## src/rtl/hazard_scoreboard_unit.sv

```systemverilog
// Forwarding and hazard unit for a 5-stage pipeline with a multi-cycle multiplier.
// Forwarding selects and stall are combinational; a shift-register scoreboard tracks in-flight multiplies.
module hazard_scoreboard_unit #(
  parameter int unsigned REG_ADDR_W    = 5,
  parameter int unsigned MUL_LAT       = 3,
  parameter int unsigned MUL_PIPELINED = 1,
  parameter int unsigned CNT_W         = 16
) (
  input  logic                  clk,
  input  logic                  arst_n,
  input  logic [REG_ADDR_W-1:0] rs1_ID,
  input  logic [REG_ADDR_W-1:0] rs2_ID,
  input  logic                  use_rs1_ID,
  input  logic                  use_rs2_ID,
  input  logic [REG_ADDR_W-1:0] rd_ID,
  input  logic                  reg_write_ID,
  input  logic                  mul_ID,
  input  logic [REG_ADDR_W-1:0] rs1_EX,
  input  logic [REG_ADDR_W-1:0] rs2_EX,
  input  logic [REG_ADDR_W-1:0] rd_EX,
  input  logic                  reg_write_EX,
  input  logic                  mem_2_reg_EX,
  input  logic                  mul_EX,
  input  logic [REG_ADDR_W-1:0] rd_MEM,
  input  logic                  reg_write_MEM,
  input  logic                  mem_2_reg_MEM,
  input  logic [REG_ADDR_W-1:0] rd_WB,
  input  logic                  reg_write_WB,
  output logic [1:0]            fwd_sel_a,
  output logic [1:0]            fwd_sel_b,
  output logic                  stall_IF_ID,
  output logic                  bubble_ID_EX,
  output logic                  mul_busy,
  output logic [CNT_W-1:0]      stall_cycles
);

  logic [MUL_LAT-1:0]    v_q, v_d;
  logic [REG_ADDR_W-1:0] rd_q [MUL_LAT];
  logic [REG_ADDR_W-1:0] rd_d [MUL_LAT];
  logic [CNT_W-1:0]      cnt_q, cnt_d;
  logic                  ex_dst_ok, id_uses_ex, load_use, mul_raw, mul_waw, structural, stall;

  // EX/MEM ALU result beats MEM/WB; loads in MEM are not yet available.
  function automatic logic [1:0] fwd_sel(input logic [REG_ADDR_W-1:0] rs,
                                         input logic                  rw_mem,
                                         input logic                  m2r_mem,
                                         input logic [REG_ADDR_W-1:0] rd_mem,
                                         input logic                  rw_wb,
                                         input logic [REG_ADDR_W-1:0] rd_wb);
    logic [1:0] sel;
    sel = 2'b00;
    if (rs != '0) begin
      if (rw_mem && !m2r_mem && rd_mem == rs) sel = 2'b10;
      else if (rw_wb && rd_wb == rs)          sel = 2'b01;
    end
    return sel;
  endfunction

  assign fwd_sel_a = fwd_sel(rs1_EX, reg_write_MEM, mem_2_reg_MEM, rd_MEM, reg_write_WB, rd_WB);
  assign fwd_sel_b = fwd_sel(rs2_EX, reg_write_MEM, mem_2_reg_MEM, rd_MEM, reg_write_WB, rd_WB);
  assign mul_busy  = |v_q;

  // Hazard detection; the last scoreboard entry is in WB and forwards, so it never raises RAW.
  always_comb begin
    ex_dst_ok  = reg_write_EX && (rd_EX != '0);
    id_uses_ex = (use_rs1_ID && rs1_ID == rd_EX) || (use_rs2_ID && rs2_ID == rd_EX);
    load_use   = mem_2_reg_EX && ex_dst_ok && id_uses_ex;
    mul_raw    = mul_EX && ex_dst_ok && id_uses_ex;
    mul_waw    = reg_write_ID && (rd_ID != '0) && mul_EX && reg_write_EX && (rd_EX == rd_ID);
    for (int k = 0; k < int'(MUL_LAT); k++) begin
      if (v_q[k] && reg_write_ID && (rd_ID != '0) && rd_q[k] == rd_ID) mul_waw = 1'b1;
      if ((k < int'(MUL_LAT) - 1) && v_q[k] &&
          ((use_rs1_ID && rs1_ID == rd_q[k]) || (use_rs2_ID && rs2_ID == rd_q[k])))
        mul_raw = 1'b1;
    end
    structural = (MUL_PIPELINED == 0) && mul_ID && (mul_EX || mul_busy);
    stall      = load_use || mul_raw || mul_waw || structural;
  end

  assign stall_IF_ID  = stall;
  assign bubble_ID_EX = stall;
  assign stall_cycles = cnt_q;

  // Scoreboard shifts every cycle; a bubble in EX simply enters as an invalid entry.
  always_comb begin
    v_d[0]  = mul_EX && ex_dst_ok;
    rd_d[0] = rd_EX;
    for (int k = 1; k < int'(MUL_LAT); k++) begin
      v_d[k]  = v_q[k-1];
      rd_d[k] = rd_q[k-1];
    end
    cnt_d = cnt_q;
    if (stall && (cnt_q != '1)) cnt_d = cnt_q + CNT_W'(1);
  end

  always_ff @(posedge clk or negedge arst_n) begin
    if (!arst_n) begin
      v_q   <= '0;
      cnt_q <= '0;
      for (int k = 0; k < int'(MUL_LAT); k++) rd_q[k] <= '0;
    end else begin
      v_q   <= v_d;
      cnt_q <= cnt_d;
      for (int k = 0; k < int'(MUL_LAT); k++) rd_q[k] <= rd_d[k];
    end
  end

endmodule

```

## config.mk

```make
export PLATFORM = sky130hd
export DESIGN_NAME = hazard_scoreboard_unit
export DESIGN_NICKNAME = d
export VERILOG_FILES = /design/src/rtl/hazard_scoreboard_unit.sv
export SDC_FILE = /design/constraint.sdc
export NUM_CORES = 1
export LEC_CHECK = 0
export ABC_CLOCK_PERIOD_IN_PS = 2300
export BUFFER_PORTS_ARGS = -buffer_cell sky130_fd_sc_hd__buf_2
export CORE_MARGIN = 2
export CORE_UTILIZATION = 50
export DETAILED_ROUTE_END_ITERATION = 7
export PLACE_DENSITY = 0.89
export SLEW_MARGIN = 10
export SYNTH_ARGS = -nofsm -noshare
export SYNTH_HDL_FRONTEND = slang
export SYNTH_SLANG_ARGS = --single-unit
export TNS_END_PERCENT = 10
```

## constraint.sdc

```tcl
create_clock -name clk -period 2.3 [get_ports clk]
set_input_delay 0.115 -clock clk [delete_from_list [all_inputs] [get_ports clk]]
set_output_delay 0.115 -clock clk [all_outputs]
set_load 0.05 [all_outputs]
```

* Word-level counts from Yosys, hierarchy flattened
Index checks and enable logic that the tools add are counted.
** Word-level totals
- Bits in registers :: 34
- Output and inout bits :: 23
- Word-level logic and storage cells :: 75
- Input port bits :: 52
** Cells by class
- Multiplexer cells :: 11
- Equal/unequal tests :: 15
- Reduce and logical (&&, ||, !) cells :: 43
- $add $sub $neg :: 1
** Operators by type and width (number)
- $eq 5x5->1 :: 14
- $logic_and 1x1->1 :: 32
- $reduce_bool 5->1 :: 4
- $add 16x1->16 const B :: 1
- $ne 16x16->1 const B :: 1
- $mux 2 :: 4
- $mux 1 :: 7
- $logic_or 1x1->1 :: 5
- $reduce_or 3->1 :: 1
- $logic_not 1->1 :: 1

* Depth between registers and ports, before layout
Gate-level depths: netlist of the first run.
- Depth in word-level cells :: 10
- Mapped depth :: 9

* Least setup slack after synthesis of the first run
Ideal clock, no wire load.
- Kind :: input to output
- Start :: input port rd_ID[2]
- End :: output port stall_IF_ID
- Required time :: 2185 ps
- Slack :: 68 ps
- Data arrival time :: 2117 ps
- Stages :: 7
- Cells stage by stage :: clkbuf_1 or4_1 o21a_1 a2111oi_4 buf_6 inv_1 buf_4
** On the way
- Word-level cells in the longest chain between the ends :: 9
- Elaborated cells between the ends (all ways) :: 19
- Classes of those cells :: eq/ne (4); mux (3); reduce/logical (12)
** Ends and longest elaborated chain
- start: declaration :: line 15 : input logic [REG_ADDR_W-1:0] rd_ID,
- $reduce_bool 5->1 :: line 69, 71
- $logic_and 1x1->1 (4 in a row) :: line 69 : mul_waw = reg_write_ID && (rd_ID != '0) && mul_EX && reg_write_EX && (rd_EX == rd_ID);
- $mux 1 (2 in a row) :: line 71 : if (v_q[k] && reg_write_ID && (rd_ID != '0) && rd_q[k] == rd_ID) mul_waw = 1'b1;
- $mux 1 (*) :: line 71
- $logic_or 1x1->1 (*) :: line 77 : stall = load_use || mul_raw || mul_waw || structural;
- end: declaration :: line 31 : output logic stall_IF_ID,
Mark *: on every way between the ends. The rest lies on a longest branch, timed or not.

* Worst setup path in the final report of the first run
- Start :: register rd_q, in the netlist rd_d[2]
- End :: output port bubble_ID_EX
** On the way
- Word-level cells in the longest chain between the ends :: 7
- Elaborated cells between the ends (all ways) :: 13
- Classes of those cells :: eq/ne (3); mux (3); reduce/logical (7)
** Ends and longest elaborated chain
- start: declaration :: line 38 : logic [REG_ADDR_W-1:0] rd_q [MUL_LAT];
- $eq 5x5->1 :: line 73 : ((use_rs1_ID && rs1_ID == rd_q[k]) || (use_rs2_ID && rs2_ID == rd_q[k])))
- $logic_and 1x1->1 :: line 73
- $logic_or 1x1->1 :: line 73
- $logic_and 1x1->1 :: line 72 : if ((k < int'(MUL_LAT) - 1) && v_q[k] &&
- $mux 1 :: line 72
- $logic_or 1x1->1 :: line 77
- $logic_or 1x1->1 (*) :: line 77
- end: declaration :: line 32 : output logic bubble_ID_EX,
Marks and branches as above.

==> qor.csv, run 1 <==
metric,value,unit
initial antenna violation count,0,
Seq pwr share,42.9,%
Critical-path top delay cell,dfrtp_1,
Multi-input gate area,0.00128,mm2
Tot GR Track Use,22.8,%
"Setup violations, final",0,
Max Freq,0.452,GHz
vias,1893,
Cell Pwr Density,604,mW/mm2
port bufs,73,
Die X,70.0,um
Final period util,96.2,%
Hold Crit Class,input pin to register,
total detailed-routing wirelength,5.15,mm
final net count,345,
Psw,0.523,mW
fin crit period,2210,ps
P_leak,1.33,nW
"Worst Setup Slack, final",87.7,ps
"most common cell after layout, fill and taps aside",buf_2,
most frequent cells in the layout,"73 x buf_2, 56 x xor2_1, 32 x dfrtp_1",
Worst-Margin Slew,744,ps
worst vdd ir,614,uV
Comb pwr share,25.6,%
clk_skew,5.53,ps
Via density,5.52,
crit-path cells,"xor2_1, nor4_1, nand4_1, o21ai_0, a2111oi_4, buf_12, inv_1, buf_2",
crit path launch type,register,
syn_nets,269,
clock sinks,34,
Root Driver,clkbuf_8,
WS Path Type,register to output port,
largest net degree at the start of global routing,35,
hpwl dp,4.02,mm
Clk pwr share,31.6,%
share of cells above drive strength 1,29.4,%
max incr delay on CP,460,ps
Die Ht,70.0,um
Worst EP arrival,2100,ps
crit end category,output port,
clock slew at reported path FFs,70,ps
n_diodes,0,
RSZ-0062 raised after global routing,false,
later-pin clock latency in the skew report,280,ps
CTS tree,done,
Initial DRC Count,42,
internal power,1.12,mW
Netlist cell types,30,
global-route wire length before repair,8.85,mm
Pre-antenna DRT Iters,4,
Post-Place Worst Slack,59.8,ps
GP Congestion,0.941,
max_cap viols,0,
Cells after Synth,216,
crit-path max FO,16,
endpoints failing hold,0,
CP required,2180,ps
post-route ant nets,0,
boundary pin count,75,
Final Slew Violations,0,
Num CTS Buffers,5,
worst path bufs/invs,3,
Slew HR,50.4,%
# DRC,0,
outcome,"finished, final reports clean",
R2R Setup Slk,150,ps
Synth warnings,0,
Starting Density,53.3,%
post-DR wirelength/cell,15.0,um
Core Region,0.00409,mm2
"Seq/Total Area, Yosys",39.1,%
sequential standard cell area,853,um2
Post-CTS Setup Bufs,0,
global route overflow,0,
worst-case clock buffer depth,2,
fillers,345,
Seq cells post-synth,34,
H-tree levels,2,
vias in the first global route,1896,
sw frac,31.8,%
die area,0.00490,mm2
Syn Area/Cell,10.1,um2
Crit path max-delay family,compound AO/OA/AOI/OAI gates,
setup tns final,0,ps
cell area after synthesis,0.00218,mm2
area grow syn2layout,25.1,%
FP Rows,23,
worst paths after layout:
kind | from | cells past startpoint | endpoint
max | rd_d[2]$_DFF_PN0_ | 8 | bubble_ID_EX
min | rd_EX[0] | 1 | rd_d[5]$_DFF_PN0_
max reg2reg | rd_d[2]$_DFF_PN0_ | 8 | stall_cycles[1]$_DFFE_PN0P_
min reg2reg | rd_d[9]$_DFF_PN0_ | 0 | rd_d[4]$_DFF_PN0_
max in group asynchronous | arst_n | 2 | rd_d[9]$_DFF_PN0_
min in group asynchronous | arst_n | 2 | rd_d[2]$_DFF_PN0_
worst register-to-register path, delay by kind of cell, from the launching register on:
family | cells | cell delay, ps
mux | 1 | 340
compound gates | 2 | 270
xor+xnor | 1 | 190
buf+inv | 1 | 170
simple gates | 3 | 610
flops | 1 | 460
area by class of cell:
type                            count  area share, %
Inverter                            3          0.414
Timing Repair Buffer               77           15.1
Clock buffer                        7           2.80
Clock inverter                      1           1.10
Multi-Input combinational cell    171           47.0
Sequential cell                    34           31.3
Tap cell                           50           2.30
sequential cells by signal (all words and copies together) (netlist names):
name / flops
rd_q: 5
stall_cycles: 16
v_q: 3
rd_d: 10
Yosys cell counts:
| library cell | number | area (um2) |
|---|---|---|
| nor4b_1 | 2 | 17.5 |
| or4_1 | 3 | 22.5 |
| a211oi_1 | 1 | 7.51 |
| buf_4 | 1 | 7.51 |
| nand4_1 | 13 | 81.3 |
| nor3b_1 | 5 | 37.5 |
| clkbuf_1 | 5 | 18.8 |
| inv_1 | 3 | 11.3 |
| nand3_1 | 13 | 65.1 |
| o21a_1 | 1 | 7.51 |
| a21oi_1 | 2 | 10.0 |
| a2111oi_4 | 1 | 27.5 |
| nor2_1 | 12 | 45.0 |
| and3_1 | 4 | 25.0 |
| ha_1 | 1 | 12.5 |
| xor2_1 | 56 | 490 |
| and4_1 | 1 | 8.76 |
| dfrtp_1 | 34 | 851 |
| o21ai_0 | 3 | 15.0 |
| nand2_1 | 4 | 15.0 |
| or3_1 | 1 | 6.26 |
| nand2b_1 | 1 | 6.26 |
| nor2b_1 | 3 | 18.8 |
| nor3_1 | 2 | 10.0 |
| xnor2_1 | 27 | 236 |
| mux2_1 | 2 | 22.5 |
| nor4_1 | 12 | 75.1 |
| buf_6 | 1 | 11.3 |
| buf_2 | 1 | 5.00 |
| nand4b_1 | 1 | 8.76 |
per-layer routing:
metal,global-route usage (%),share of wire [%]
met1,28.2,43
met2,37.4,48
met3,5.34,5.5
met4,10.9,3.1
met5,0,0
power by group through the flow:
stage	Combinational [mW]	Clock (mW)	Sequential (mW)
after detailed placement	0.416	0	0.712
after floorplan	0.178	0	0.797
final	0.420	0.519	0.704
after global routing	0.459	0.569	0.710
after global placement	0.408	0	0.708
after CTS	0.420	0.538	0.701
cell families (layout without fill, tap and decap cells):
group	after synthesis	count (layout)	synth area share, %
xor+xnor	83	83	33.4
simple gates	77	77	20.3
flops	34	34	39.1
buf+inv	11	88	2.47
compound gates	8	8	3.10
mux	2	2	1.03
fa+ha+maj	1	1	0.575
repair_timing:
item	CTS	global route
hold endpoints to repair	34	0
endpoints found under the setup margin	0	5
gates resized for setup	0	3
hold buffers	1	0
through the flow:
stage	instances	utilization [%]	hold WS, ps	instance area, um2	power, mW
after global routing	343	66.6	21.1	2720	1.74
after floorplan	216	-	-181	2180	0.975
final	343	66.6	34.4	2720	1.64
after detailed placement	334	63.6	220	2600	1.13
after global placement	334	63.6	220	2600	1.12
after CTS	343	66.4	28.3	2710	1.66
Note: power is estimated with default switching activity, not from simulation.
==> run 2, diff against run 1 <==
==> constraint.sdc (replaced) <==
create_clock -name clk -period 2.3 [get_ports clk]
set_input_delay 0.115 -clock clk [delete_from_list [all_inputs] [get_ports clk]]
set_output_delay 0.115 -clock clk [all_outputs]
set_load 0.005 [all_outputs]
==> run 2 against run 1 <==
Register-to-register slack worse by 20 ps. Non-clock buffer count is 1 higher. Die area stayed put. Sequential share of layout area is 0.19 points lower. Clock power is 1% lower. Critical path depth stayed put. First-iteration DRC count is 38% higher. Critical path type is now register to register. Largest cell class unchanged. Highest routed layer unchanged.
==> qor.csv, run 2 (same netlist as run 1, synthesis figures left out) <==
metric,value,unit
Clk pwr share,33.7,%
n_diodes,0,
Crit path depth,8,
GP Congestion,0.962,
die area,0.00490,mm2
met2 routed WL,2.52,mm
global route overflow,0,
Starting Density,53.3,%
final core utilization,66.8,%
boundary pin count,75,
port bufs,73,
worst vdd ir,436,uV
Seq pwr share,45.9,%
Slew HR,51.4,%
vias,1902,
"Setup violations, final",0,
number of flip-flops under the largest register name,16,
Core Region,0.00409,mm2
largest net degree at the start of global routing,35,
crit-path cells,"xor2_1, nor4_2, nand4_1, o21ai_0, a2111oi_4, buf_12, nor2b_1, mux2_1",
Hold Crit Class,input pin to register,
reg2reg path depth,8,
most frequent cells in the layout,"73 x buf_2, 56 x xor2_1, 34 x dfrtp_1",
clock sinks,34,
Die X,70.0,um
max_cap viols,0,
Tot GR Track Use,22.1,%
H-tree levels,2,
total detailed-routing wirelength,5.16,mm
fillers,334,
global-route wire length before repair,8.63,mm
RR Endpoint,stall_cycles[1]$_DFFE_PN0P_,
Via density,5.53,
r2r startpoint,rd_d[7]$_DFF_PN0_,
Pre-antenna DRT Iters,4,
Max Freq,0.460,GHz
clk_skew,9.19,ps
Worst-Margin Slew,729,ps
vias in the first global route,1913,
hpwl dp,4.05,mm
sw frac,27.9,%
final net count,346,
Post-Place Worst Slack,92.7,ps
post-route ant nets,0,
CP required,2470,ps
"Worst Setup Slack, final",128,ps
Psw,0.424,mW
Met3 Wirelength,418,um
clock slew at reported path FFs,70,ps
later-pin clock latency in the skew report,290,ps
Comb pwr share,20.4,%
Post-CTS Setup Bufs,0,
max incr delay on CP,450,ps
endpoints failing hold,0,
Initial DRC Count,58,
worst-case clock buffer depth,2,
CTS tree,done,
crit path launch type,register,
Cell Pwr Density,557,mW/mm2
P_leak,1.34,nW
post-DR wirelength/cell,15.0,um
top routing layer in use,met4,
Critical-path top delay cell,dfrtp_1,
crit end category,register,
Final Slew Violations,0,
Num CTS Buffers,5,
initial antenna violation count,0,
crit path to,stall_cycles[1]$_DFFE_PN0P_,
worst path bufs/invs,1,
outcome,"finished, final reports clean",
RSZ-0062 raised after global routing,false,
internal power,1.10,mW
Root Driver,clkbuf_8,
area grow syn2layout,25.5,%
Worst EP arrival,2350,ps
Die Ht,70.0,um
Critical Path Source,rd_d[7]$_DFF_PN0_,
FP Rows,23,
fin crit period,2170,ps
crit-path max FO,16,
R2R Setup Slk,130,ps
Crit path max-delay family,simple AND/OR/NAND/NOR gates,
share of cells above drive strength 1,29.6,%
# DRC,0,
"most common cell after layout, fill and taps aside",buf_2,
met1 WL,2.09,mm
setup tns final,0,ps
Final period util,94.4,%
WS Path Type,register to register,
## run 2: routing by layer
layer,vias to the layer above,GRT usage [%]
met1,898,26.8
met2,95,36.9
met4,0,10.5
met5,-,0
met3,14,5.05
li1,895,-
## run 2: cell type report
cell class                 count  area [um2]  area share [%]
timing repair buffer          78         418            15.3
tap                           50        62.6            2.29
sequential                    34         851            31.1
clock buffer                   8         110            4.03
inverter                       3        11.3           0.412
multi-input combinational    171        1280            46.8
## run 2: power by group through the flow
stage | clock network [mW] | registers [mW] | logic [mW]
after global placement | 0 | 0.707 | 0.298
after detailed placement | 0 | 0.710 | 0.308
after floorplan | 0 | 0.702 | 0.163
final | 0.513 | 0.699 | 0.310
after global routing | 0.552 | 0.708 | 0.350
after CTS | 0.523 | 0.698 | 0.311
## run 2: how the worst min path moves through the flow
stage,startpoint,cells past startpoint,end,slack [ps]
global route,rd_EX[0],1,rd_d[5]$_DFF_PN0_,20
detailed placement,arst_n,1,rd_d[7]$_DFF_PN0_,230
CTS,rd_EX[3],1,rd_d[8]$_DFF_PN0_,20
finish,rd_EX[3],1,rd_d[8]$_DFF_PN0_,30
global placement,arst_n,1,rd_d[8]$_DFF_PN0_,220
floorplan,arst_n,0,rd_d[0]$_DFF_PN0_,-180
## run 2: what timing repair did
item,in CTS,in global routing
hold buffers,1,0
resized for setup,0,1
endpoints found under the setup margin,0,1
endpoints found under the hold margin,34,0
## run 2: stage by stage
step	cell area, um2	total power, mW	hold slack, ps	instances
CTS	2730	1.53	20.1	344
global placement	2610	1.01	221	335
finish	2730	1.52	26.6	344
floorplan	2180	0.865	-181	216
detailed placement	2610	1.02	231	335
global route	2730	1.61	18.8	344
==> run 3, diff against run 2 <==
--- a/config.mk
+++ b/config.mk
@@ -10,7 +10,7 @@
 export CORE_MARGIN = 2
 export CORE_UTILIZATION = 50
 export DETAILED_ROUTE_END_ITERATION = 7
-export PLACE_DENSITY = 0.89
+export PLACE_DENSITY = 0.76
 export SLEW_MARGIN = 10
 export SYNTH_ARGS = -nofsm -noshare
 export SYNTH_HDL_FRONTEND = slang
==> constraint.sdc (replaced) <==
create_clock -name clk -period 2.3 [get_ports clk]
set_input_delay 0.115 -clock clk [delete_from_list [all_inputs] [get_ports clk]]
set_output_delay 0.115 -clock clk [all_outputs]
set_load 0.1 [all_outputs]
==> run 3 against run 2 <==
Clock-buffer cell count shrank 2. Worst hold slack lost 6.7 ps. Fmax down 4.9%. Largest cell class unchanged. Clock skew is 1.7 ps lower. Highest routed layer unchanged. Design area up 4.3%. Sequential share of layout area decreased by 0.98 points. Sequential power about the same. Critical endpoint is now bubble_ID_EX.
==> qor.csv, run 3 (same netlist as run 1, synthesis figures left out) <==
metric,value,unit
outcome,"finished, final reports clean",
"most common cell after layout, fill and taps aside",buf_2,
sw frac,39.2,%
CP required,2180,ps
worst-case clock buffer depth,2,
"Worst Setup Slack, final",17.3,ps
CTS tree,done,
Root Driver,clkbuf_8,
crit end category,output port,
Seq pwr share,40.4,%
Comb pwr share,32.8,%
RSZ-0062 raised after global routing,true,
H-tree levels,2,
Clk pwr share,26.8,%
WS Path Type,register to output port,
Die X,70.0,um
Psw,0.679,mW
most frequent cells in the layout,"71 x buf_2, 56 x xor2_1, 27 x xnor2_1, 27 x dfrtp_1",
Final period util,99.2,%
Starting Density,53.3,%
die area,0.00490,mm2
final net count,356,
fin crit period,2280,ps
crit-path max FO,4,
Max Freq,0.438,GHz
Post-Place Worst Slack,30.3,ps
port bufs,73,
final core utilization,69.7,%
largest net degree at the start of global routing,35,
post-route ant nets,0,
endpoints failing hold,0,
global route overflow,0,
boundary pin count,75,
later-pin clock latency in the skew report,290,ps
Via density,5.39,
worst vdd ir,735,uV
Cell Pwr Density,609,mW/mm2
share of cells above drive strength 1,35.5,%
post-DR wirelength/cell,14.8,um
clk_skew,7.49,ps
GP Congestion,0.918,
max_cap viols,0,
Num CTS Buffers,5,
Hold Crit Class,input pin to register,
clock slew at reported path FFs,70,ps
initial antenna violation count,0,
# DRC,0,
hpwl dp,4.07,mm
Slew HR,50.5,%
number of flip-flops under the largest register name,16,
Worst EP arrival,2170,ps
fillers,318,
Core Region,0.00409,mm2
crit path launch type,register,
Die Ht,70.0,um
n_diodes,0,
sequential standard cell area,860,um2
global-route wire length before repair,8.80,mm
"Setup violations, final",0,
internal power,1.05,mW
Initial DRC Count,54,
vias in the first global route,1903,
Pre-antenna DRT Iters,4,
Worst-Margin Slew,742,ps
P_leak,1.37,nW
Final Slew Violations,0,
vias,1907,
FP Rows,23,
area grow syn2layout,30.9,%
total detailed-routing wirelength,5.22,mm
Multi-input gate area,0.00129,mm2
clock sinks,34,
Tot GR Track Use,22.4,%
[run 3: cell types whose count changed in the layout (fill, tap and decap cells not counted), sizes merged]
cell / before / now
clkinv: 0 / 1
inv: 3 / 2
buf: 77 / 87
clkinvlp: 0 / 2
clkbuf: 8 / 6
[run 3: worst paths after layout]
path / startpoint / endpoint / slack, ps / cells past startpoint
max: rd_d[9]$_DFF_PN0_ / bubble_ID_EX / 20 / 8
min: rd_EX[0] / rd_d[5]$_DFF_PN0_ / 20 / 1
max reg2reg: rd_d[9]$_DFF_PN0_ / stall_cycles[1]$_DFFE_PN0P_ / 150 / 8
min reg2reg: rd_d[2]$_DFF_PN0_ / rd_q[2]$_DFF_PN0_ / 440 / 0
max in group asynchronous: arst_n / stall_cycles[7]$_DFFE_PN0P_ / 1350 / 2
min in group asynchronous: arst_n / rd_d[8]$_DFF_PN0_ / 430 / 2
[run 3: power groups by stage]
| stage | clock network (mW) | registers [mW] | logic (mW) |
|---|---|---|---|
| floorplan | 0 | 0.901 | 0.200 |
| global placement | 0 | 0.707 | 0.549 |
| detailed placement | 0 | 0.711 | 0.557 |
| CTS | 0.470 | 0.700 | 0.562 |
| global route | 0.501 | 0.709 | 0.604 |
| finish | 0.465 | 0.700 | 0.569 |
[run 3: what timing repair did]
action                                  4_1_cts  5_1_grt
pin swaps                                     1        5
setup buffers                                 1        4
hold buffers                                  1        0
hold endpoints to repair                     34        0
endpoints found under the setup margin        2        6
gates resized for setup                       0        9
[run 3: metrics by stage]
stage                     hold slack [ps]  TNS (ps)  area (um2)  total power [mW]  instances
after global placement                223         0        2670              1.26        340
after global routing                 13.7      -210        2850              1.81        354
after floorplan                      -181     -1610        2200              1.10        216
after CTS                            18.0         0        2780              1.73        350
final                                19.9         0        2850              1.73        354
after detailed placement              236         0        2670              1.27        340
[run 3: critical path, stage by stage, from the launching register on]
cell and delay, ps:
dfrtp_1 450, xor2_1 180, nor4_1 70, nand3_1 80
nand4_1 140, a2111oi_4 430, buf_4 200, clkinvlp_4 130
buf_12 190
[run 3: final cells by class]
cell class	instances	area share, %
Multi-Input combinational cell	171	45.4
Timing Repair Buffer	88	18.4
Inverter	3	0.527
Clock buffer	6	2.90
Sequential cell	34	30.2
Clock inverter	2	0.439
Tap cell	50	2.20
[run 3: metal layers]
layer | vias to the layer above | wire length (um) | part of all wire, % | GRT usage, %
li1 | 923 | - | - | -
met1 | 899 | 2230 | 43 | 30.0
met2 | 74 | 2510 | 48 | 36.3
met3 | 11 | 390 | 7.5 | 4.91
met4 | 0 | 93 | 1.8 | 7.05
met5 | - | 0 | 0 | 0
